--- src/rtl/if_id_queue_if.sv ---
// rtl/if_id_queue_if.sv - fetch/decode handshake bundle for the IF/ID instruction queue
interface if_id_queue_if #(
    parameter int DEPTH = 4
);
    localparam int CNT_W = $clog2(DEPTH) + 1;

    logic             if_valid_inst_out;
    logic [31:0]      if_PC_out;
    logic [31:0]      if_NPC_out;
    logic [31:0]      if_IR_out;
    logic             ex_take_branch_out;
    logic             id_ready;
    logic             q_full;
    logic [CNT_W-1:0] q_count;
    logic [31:0]      if_id_PC;
    logic [31:0]      if_id_NPC;
    logic [31:0]      if_id_IR;
    logic             if_id_valid_inst;

    modport master (
        output if_valid_inst_out, if_PC_out, if_NPC_out, if_IR_out,
        output ex_take_branch_out, id_ready,
        input  q_full, q_count, if_id_PC, if_id_NPC, if_id_IR, if_id_valid_inst
    );

    modport slave (
        input  if_valid_inst_out, if_PC_out, if_NPC_out, if_IR_out,
        input  ex_take_branch_out, id_ready,
        output q_full, q_count, if_id_PC, if_id_NPC, if_id_IR, if_id_valid_inst
    );
endinterface

--- src/rtl/if_id_queue.sv ---
// rtl/if_id_queue.sv - IF/ID instruction FIFO with branch flush and full stall indication
module if_id_queue #(
    parameter int          DEPTH = 4,
    parameter logic [31:0] NOOP  = 32'h00000013
) (
    input  logic         clk,
    input  logic         rst,
    if_id_queue_if.slave bus
);
    localparam int PTR_W = $clog2(DEPTH);
    localparam int CNT_W = PTR_W + 1;

    typedef struct packed {
        logic [31:0] pc;
        logic [31:0] npc;
        logic [31:0] ir;
    } entry_t;

    entry_t           mem_q [DEPTH];
    logic [PTR_W-1:0] rd_ptr_q, rd_ptr_d;
    logic [PTR_W-1:0] wr_ptr_q, wr_ptr_d;
    logic [CNT_W-1:0] count_q, count_d;

    logic   full;
    logic   empty;
    logic   deq;
    logic   enq;
    logic   wr_en;
    entry_t head;

    assign full  = (count_q == CNT_W'(DEPTH));
    assign empty = (count_q == '0);
    assign deq   = bus.id_ready && !empty;
    // A full queue still accepts when the head is leaving this cycle.
    assign enq   = bus.if_valid_inst_out && (!full || deq);
    assign wr_en = enq && !bus.ex_take_branch_out;

    always_comb begin
        rd_ptr_d = rd_ptr_q;
        wr_ptr_d = wr_ptr_q;
        count_d  = count_q;
        if (bus.ex_take_branch_out) begin
            rd_ptr_d = '0;
            wr_ptr_d = '0;
            count_d  = '0;
        end else begin
            if (enq) begin
                wr_ptr_d = wr_ptr_q + PTR_W'(1);
            end
            if (deq) begin
                rd_ptr_d = rd_ptr_q + PTR_W'(1);
            end
            if (enq && !deq) begin
                count_d = count_q + CNT_W'(1);
            end else if (deq && !enq) begin
                count_d = count_q - CNT_W'(1);
            end
        end
    end

    always_ff @(posedge clk or negedge rst) begin
        if (!rst) begin
            rd_ptr_q <= '0;
            wr_ptr_q <= '0;
            count_q  <= '0;
        end else begin
            rd_ptr_q <= rd_ptr_d;
            wr_ptr_q <= wr_ptr_d;
            count_q  <= count_d;
        end
    end

    // Entry storage needs no reset; occupancy alone decides what is visible.
    always_ff @(posedge clk) begin
        if (wr_en) begin
            mem_q[wr_ptr_q] <= '{pc: bus.if_PC_out, npc: bus.if_NPC_out, ir: bus.if_IR_out};
        end
    end

    assign head = mem_q[rd_ptr_q];

    always_comb begin
        bus.if_id_valid_inst = 1'b0;
        bus.if_id_PC         = '0;
        bus.if_id_NPC        = '0;
        bus.if_id_IR         = NOOP;
        if (!empty) begin
            bus.if_id_valid_inst = 1'b1;
            bus.if_id_PC         = head.pc;
            bus.if_id_NPC        = head.npc;
            bus.if_id_IR         = head.ir;
        end
    end

    assign bus.q_full  = full;
    assign bus.q_count = count_q;
endmodule

--- src/flat_wrapper.sv ---
// flat-port wrapper written by rule: the top's interface ports become plain ports
module if_id_queue_flat 
#(
    parameter int          DEPTH = 4,
    parameter logic [31:0] NOOP  = 32'h00000013
)
  (clk, rst, bus_if_valid_inst_out, bus_if_PC_out, bus_if_NPC_out, bus_if_IR_out, bus_ex_take_branch_out, bus_id_ready, bus_q_full, bus_q_count, bus_if_id_PC, bus_if_id_NPC, bus_if_id_IR, bus_if_id_valid_inst);
  if_id_queue_if #(.DEPTH(DEPTH)) bus_i ();
  input  logic clk;
  input  logic rst;
  input wire logic [$bits(bus_i.if_valid_inst_out)-1:0] bus_if_valid_inst_out;
  input wire logic [$bits(bus_i.if_PC_out)-1:0] bus_if_PC_out;
  input wire logic [$bits(bus_i.if_NPC_out)-1:0] bus_if_NPC_out;
  input wire logic [$bits(bus_i.if_IR_out)-1:0] bus_if_IR_out;
  input wire logic [$bits(bus_i.ex_take_branch_out)-1:0] bus_ex_take_branch_out;
  input wire logic [$bits(bus_i.id_ready)-1:0] bus_id_ready;
  output wire logic [$bits(bus_i.q_full)-1:0] bus_q_full;
  output wire logic [$bits(bus_i.q_count)-1:0] bus_q_count;
  output wire logic [$bits(bus_i.if_id_PC)-1:0] bus_if_id_PC;
  output wire logic [$bits(bus_i.if_id_NPC)-1:0] bus_if_id_NPC;
  output wire logic [$bits(bus_i.if_id_IR)-1:0] bus_if_id_IR;
  output wire logic [$bits(bus_i.if_id_valid_inst)-1:0] bus_if_id_valid_inst;
  assign bus_i.if_valid_inst_out = bus_if_valid_inst_out;
  assign bus_i.if_PC_out = bus_if_PC_out;
  assign bus_i.if_NPC_out = bus_if_NPC_out;
  assign bus_i.if_IR_out = bus_if_IR_out;
  assign bus_i.ex_take_branch_out = bus_ex_take_branch_out;
  assign bus_i.id_ready = bus_id_ready;
  assign bus_q_full = bus_i.q_full;
  assign bus_q_count = bus_i.q_count;
  assign bus_if_id_PC = bus_i.if_id_PC;
  assign bus_if_id_NPC = bus_i.if_id_NPC;
  assign bus_if_id_IR = bus_i.if_id_IR;
  assign bus_if_id_valid_inst = bus_i.if_id_valid_inst;
  if_id_queue #(.DEPTH(DEPTH), .NOOP(NOOP)) u_core (.clk(clk), .rst(rst), .bus(bus_i));
endmodule
--- config.mk ---
export PLATFORM = sky130hd
export DESIGN_NAME = if_id_queue_flat
export DESIGN_NICKNAME = d
export VERILOG_FILES = /design/src/rtl/if_id_queue_if.sv /design/src/rtl/if_id_queue.sv /design/src/flat_wrapper.sv
export SDC_FILE = /design/constraint.sdc
export NUM_CORES = 1
export LEC_CHECK = 0
export ABC_AREA = 1
export CAP_MARGIN = 20
export CORE_MARGIN = 8
export CORE_UTILIZATION = 50
export DETAILED_ROUTE_END_ITERATION = 7
export PLACE_DENSITY = 0.77
export SLEW_MARGIN = 30
export SYNTH_ARGS = -nofsm -noshare
export SYNTH_HDL_FRONTEND = slang
export SYNTH_SLANG_ARGS = --single-unit
--- constraint.sdc ---
create_clock -name clk -period 5.1 [get_ports clk]
set_clock_uncertainty 0.05 [all_clocks]
set_input_delay 0.765 -clock clk [delete_from_list [all_inputs] [get_ports clk]]
set_output_delay 0.765 -clock clk [all_outputs]
set_load 0.01 [all_outputs]
==> impl_metrics.toml, run 1 <==
[outcome]
status = "finished, final reports clean"

[setup_path]
max_stage_delay_ns = 0.78
cp_num_cells = 6
worst-setup-path-type = "reg2out"
start_kind = "flop"
crit_chain = "buf_4, nor2_1, nor2_1, o21ai_0, a21oi_1, clkdlybuf4s50_1"
critPathTopFamily = "buffers and inverters"
cp.arrival_ns = 3.29
cp.buffers_inverters = 2
critical_path.max_fanout = 84
r2r_cells = 7
slowest_stage = "buf_4"
crit_top_cell = "nor2_1"
critPathCaptureType = "output port"
crit_required_ns = 4.28

[global_routing]
use_met3 = 0.0449
grt_pass1_wl_um = 54400
antenna_found_initial = 2
use_met2 = 0.327
busiest_layer = "met2"
use_met1 = 0.236
grt_pass1_vias = 9972
groute.usage.overall = 0.189
grt_max_degree = 85
grt_overflow = 0

[floorplan]
start_util = 0.506
ioPinCount = 202
rows = 64
fp.dieH_um = 191
coreArea_mm2 = 0.0304
die_width_um = 191
die_area_mm2 = 0.0366

[final_layout]
num_antenna_cells = 0
multi_input_area_mm2 = 0.00318
final_nets = 1498
drive_gt1_frac = 0.0675
most-common-layout-cells = "nor2_1, edfxtp_1, clkdlybuf4s50_1, o21ai_0, a21oi_1"
final_common_cell = "nor2_1"
ff_latch_area_mm2 = 0.0117
synthToLayoutAreaGrowth_pct = 24.0
final_area_mm2 = 0.0191
fillers = 2250

[logic_synthesis]
synth_fa_ha_area_frac = 0.00455
syn-cell-area_mm2 = 0.0154
synth_area_leader_cell = "edfxtp_1"
syn_area_per_cell_um2 = 12.8
netlist_instances = 1199
synth_xor_area_frac = 0.000569
synth_seq_cells = 391
yosysWarnings = 0
yosys-mux-area-fraction = 0
yosys-top-cells-area = "edfxtp_1, nor2_1, o21ai_0, a21oi_1, o21ai_1"
ys_seq_area_frac = 0.761
yosys.cell_types.count = 27
synth_top_family_by_area = "simple AND/OR/NAND/NOR gates"
syn_nets = 1305
synth_top_area_share = 0.750
synth_compound_area_frac = 0.0948
synth-simple-area-share = 0.105

[drt]
first_pass_iters = 5
vias = 9739
wl_per_cell_um = 19.2
dr.first_iter.drc_count = 602
totalWireLength_um = 34900
drtAntennaViolNets = 0
drc = 0
via_per_inst = 5.36

[timing]
finalMaxSlewViolations = 0
max_freq_ghz = 0.244
fin_crit_ns = 4.10
rsz0062_at_grt = "false"
maxSlewHeadroom = 0.394
setup-violations-final = 0
hold_violations = 0
fin_crit_sh = 0.804
worst_slew_pin_slew_ns = 0.909
whs_ns = 0.504

[job]
maxCapViolCount = 0

[min_path]
worstHoldPathType = "in2async"

[clock_tree]
cts_setup_buffers = 0
clkLatencyLatePin_ns = 0.51
cts_tree = "done"
ctsHoldBuffers = 0
clk_pin_slew_worst_paths_ns = 0.06
cts_buffer_depth = 3
cts_buffers = 39
cts_resized = 0
htree_num_levels = 2
cts-root-buf = "clkbuf_16"
cts_sinks = 391

[place]
place_hpwl_um = 20100
place_congestion = 0.764
post_dp_cell_area_mm2 = 0.0177
numPortBuffers = 201

[power]
power.total_mw = 9.83
power.density_mw_per_mm2 = 516
leakage_nw = 6.45
vdd_drop_max_mv = 0.361
## report_power, final
part | switching, mW | internal, mW
clock network | 1.14 | 1.81
logic | 1.76 | 1.33
registers | 0.0992 | 3.69
total | 3.00 | 6.83
## flip-flops by register name, summed over array words and instances (netlist names)
register            cells
u_core.wr_ptr_q         2
u_core.mem_q          384
u_core.bus.q_count      3
u_core.rd_ptr_q         2
## worst reg2reg max path, stage by stage, from the launching register on
cell and delay, ns:
dfrtp_1 0.43, nor2_4 0.07, nand3b_1 0.08, nand2_1 0.10, inv_1 0.11, nand2_1 0.23, nor2_4 0.71, buf_4 0.50
## worst paths after layout
path / from / to / slack [ns]
worst max-delay path: u_core.rd_ptr_q[0] / bus_if_id_IR[5] / 1.0
worst min-delay path: rst / u_core.bus.q_count[0] / 0.50
worst max register to register: u_core.bus.q_count[1] / u_core.mem_q[1][31] / 2.47
worst min register to register: u_core.bus.q_count[0] / u_core.bus.q_count[0] / 0.54
max in group asynchronous: rst / u_core.rd_ptr_q[0] / 4.16
min in group clk: u_core.bus.q_count[0] / u_core.bus.q_count[0] / 0.54
## per-layer routing
layer | vias to the layer above | share of wire | wire [um]
li1 | 4634 | - | -
met1 | 4742 | 0.42 | 14500
met2 | 312 | 0.50 | 17400
met3 | 47 | 0.071 | 2490
met4 | 4 | 0.014 | 501
met5 | - | 0.00063 | 22
## cell usage after synthesis
library cell,number
o21ai_0,141
nand2_4,1
ha_1,4
buf_4,21
buf_6,8
nor3_1,1
clkbuf_2,13
nor2_4,1
nand2_2,1
inv_2,4
clkbuf_1,13
nand3b_1,2
fa_1,1
nand2_1,19
nand4_1,1
buf_1,1
nor2_1,391
o311ai_1,3
xor2_1,1
a21oi_1,95
edfxtp_1,384
inv_1,15
nand3_2,1
buf_2,18
o21ai_1,50
nand3_1,2
dfrtp_1,7
## cells by family (layout without fill, tap and decap cells)
logic type,Yosys count,after routing
and+or+nand+nor,420,420
DFF,391,391
adders and majority gates,5,5
AOI/OAI and AO/OA,289,289
buffers and inverters,93,316
xor gates and xnor gates,1,1
## stage by stage
stage / setup WS, ns / std cells / util / setup TNS, ns
2_1_floorplan: -0.583 / 1199 / - / -223.86
3_3_place_gp: 1.58 / 1747 / 0.583 / 0
3_5_place_dp: 1.56 / 1747 / 0.583 / 0
4_1_cts: 0.977 / 1818 / 0.627 / 0
5_1_grt: 0.773 / 1818 / 0.627 / 0
6_report: 0.999 / 1818 / 0.627 / 0
## cell type report
cell class | count | share of cell area
Tap cell | 396 | 0.0260
Sequential cell | 391 | 0.614
Inverter | 19 | 0.00407
Timing Repair Buffer | 226 | 0.119
Clock inverter | 28 | 0.0160
Clock buffer | 43 | 0.0542
Multi-Input combinational cell | 715 | 0.167
(Power assumes the default switching activity.)
==> run 2: changes to the inputs <==
==> constraint.sdc (replaced) <==
create_clock -name clk -period 3.55 [get_ports clk]
set_clock_uncertainty 0.05 [all_clocks]
set_input_delay 0.5325 -clock clk [delete_from_list [all_inputs] [get_ports clk]]
set_output_delay 0.5325 -clock clk [all_outputs]
set_load 0.01 [all_outputs]
==> run 2 against run 1 <==
Global-route usage fell by 0.24 points. Sequential share of layout area rose by 0.31 points. Final cell count shrank 0.28%. Die area stayed put. Total power grew 41%. Sequential power up 42%. Highest routed layer unchanged. Core utilization shrank 0.32 points. Register-to-register slack worse by 1.1 ns. Via count fell by 0.58%. Clock-buffer cell count is 9 higher. Flip-flop and latch count unchanged.
==> impl_metrics.toml, run 2 (synthesis gave the netlist of run 1 again) <==
[final_layout]
final_nets = 1496
multi_input_area_mm2 = 0.00318
most-common-layout-cells = "nor2_1, edfxtp_1, clkdlybuf4s50_1, o21ai_0, a21oi_1"
ff_latch_area_mm2 = 0.0117
synthToLayoutAreaGrowth_pct = 23.3
fillers = 2334
instances_no_fill = 1813
drive_gt1_frac = 0.0607
final_common_cell = "nor2_1"
largest_reg_flops = 384
largest-register = "u_core.mem_q"

[clock_tree]
cts_tree = "done"
clkLatencyLatePin_ns = 0.52
htree_num_levels = 2
cts_sinks = 391
cts-root-buf = "clkbuf_16"
cts_buffers = 40
clk_pin_slew_worst_paths_ns = 0.06
cts_buffer_depth = 3

[min_path]
worstHoldPathType = "in2async"

[global_routing]
groute.usage.overall = 0.186
grt_overflow = 0
grt_pass1_wl_um = 54000
grt_max_degree = 120
antenna_found_initial = 2
grt_pass1_vias = 10052

[timing]
setup-violations-final = 0
fin_crit_ns = 3.34
maxSlewHeadroom = 0.572
max_freq_ghz = 0.299
finalMaxSlewViolations = 0
setup_ws_ns = 0.210
fin_crit_sh = 0.941
whs_ns = 0.237
rsz0062_at_grt = "false"
hold_violations = 0
worst_slew_pin_slew_ns = 0.641

[floorplan]
die_width_um = 191
rows = 64
ioPinCount = 202
start_util = 0.506
fp.dieH_um = 191
die_area_mm2 = 0.0366
coreArea_mm2 = 0.0304

[place]
place_hpwl_um = 20100
place_congestion = 0.757
dp.cells = 1744
numPortBuffers = 201
post-place-ws_ns = 0.686

[setup_path]
worst-setup-path-type = "reg2out"
timing.rr.start = "u_core.bus.q_count[0]"
critical_path.max_fanout = 62
critPathCaptureType = "output port"
rrSetupSlack_ns = 1.34
r2r_cells = 7
crit_required_ns = 2.97
start_kind = "flop"
rr_endpoint = "u_core.mem_q[0][57]"
cp.arrival_ns = 2.76

[power]
power.total_mw = 13.8
power.density_mw_per_mm2 = 728
p_comb_frac = 0.336
p_seq_frac = 0.390
intPower_mw = 9.50
leakage_nw = 6.39
p_switching_mw = 4.32
vdd_drop_max_mv = 0.456
p_sw_frac = 0.313
pwr-share-clk = 0.275

[drt]
wl_per_cell_um = 19.1
vias = 9683
drc = 0
first_pass_iters = 5
dr.first_iter.drc_count = 800
totalWireLength_um = 34700
via_per_inst = 5.34
drtAntennaViolNets = 0

[outcome]
status = "finished, final reports clean"

[job]
maxCapViolCount = 0
## run 2: cell count changes in the layout (fill, tap and decap cells not counted)
cell        change
buf_12          +7
clkbuf_1        +9
clkinvlp_4      -2
buf_4          -11
diode_2         +1
clkinv_1        -5
bufinv_16       -6
clkinv_2        -1
buf_6           +1
inv_6           +2
## run 2: layout make-up
cell class | count | area share
flip-flops and latches | 391 | 0.617
multi-input cells | 715 | 0.168
repair buffers | 223 | 0.123
clock buffers | 52 | 0.0563
well taps | 396 | 0.0261
clock inverters | 16 | 0.00547
inverters | 19 | 0.00409
diodes | 1 | 0.000132
## run 2: critical path, cell delays in order (launching register included)
cell and delay, ns:
dfrtp_4 0.51, inv_4 0.37, buf_12 0.32, o21ai_0 0.15
a21oi_1 0.27, clkdlybuf4s50_1 0.59
## run 2: stage by stage
step / util / TNS, ns / cell area [um2]
floorplan: - / -126.42 / 15400
global placement: 0.585 / 0 / 17800
detailed placement: 0.585 / 0 / 17800
CTS: 0.623 / 0 / 19000
global route: 0.623 / 0 / 19000
finish: 0.623 / 0 / 19000
## run 2: repair_timing
action | CTS | global route
buffers inserted | 0 | 0
setup endpoints to repair | 0 | 1
hold buffers | 0 | 0
endpoints found under the hold margin | 0 | 0
gates resized for setup | 0 | 1
## run 2: power groups by stage
| stage | sequential [mW] | combinational [mW] | clock, mW |
|---|---|---|---|
| finish | 5.38 | 4.64 | 3.79 |
| CTS | 5.38 | 4.73 | 3.87 |
| global placement | 5.47 | 4.64 | 0 |
| global route | 5.39 | 5.06 | 4.04 |
| floorplan | 5.47 | 2.37 | 0 |
| detailed placement | 5.48 | 4.69 | 0 |
## run 2: how the worst max path moves through the flow
stage                       start             endpoint  slack [ns]  cells past startpoint
6_report       u_core.rd_ptr_q[0]      bus_if_id_IR[3]        0.21                      5
5_1_grt        u_core.rd_ptr_q[0]      bus_if_id_IR[1]       0.008                      7
4_1_cts        u_core.rd_ptr_q[0]      bus_if_id_IR[3]        0.13                      6
3_5_place_dp   u_core.rd_ptr_q[0]      bus_if_id_IR[3]        0.69                      6
3_3_place_gp         bus_id_ready  u_core.mem_q[0][68]        0.76                      7
2_1_floorplan        bus_id_ready   u_core.mem_q[0][0]       -0.33                      5
## run 2: layer usage
layer,GRT usage,wire (um)
met1,0.236,14100
met2,0.322,17400
met3,0.0354,2410
met4,0.0548,754
met5,0,13
==> run 3: changes to the inputs <==
--- a/config.mk
+++ b/config.mk
@@ -6,6 +6,7 @@
 export NUM_CORES = 1
 export LEC_CHECK = 0
 export ABC_AREA = 1
+export ABC_CLOCK_PERIOD_IN_PS = 3550
 export CAP_MARGIN = 20
 export CORE_MARGIN = 8
 export CORE_UTILIZATION = 50
==> results of run 3 <==
No change in the layout: final DEF, timing and power equal those of run 2.
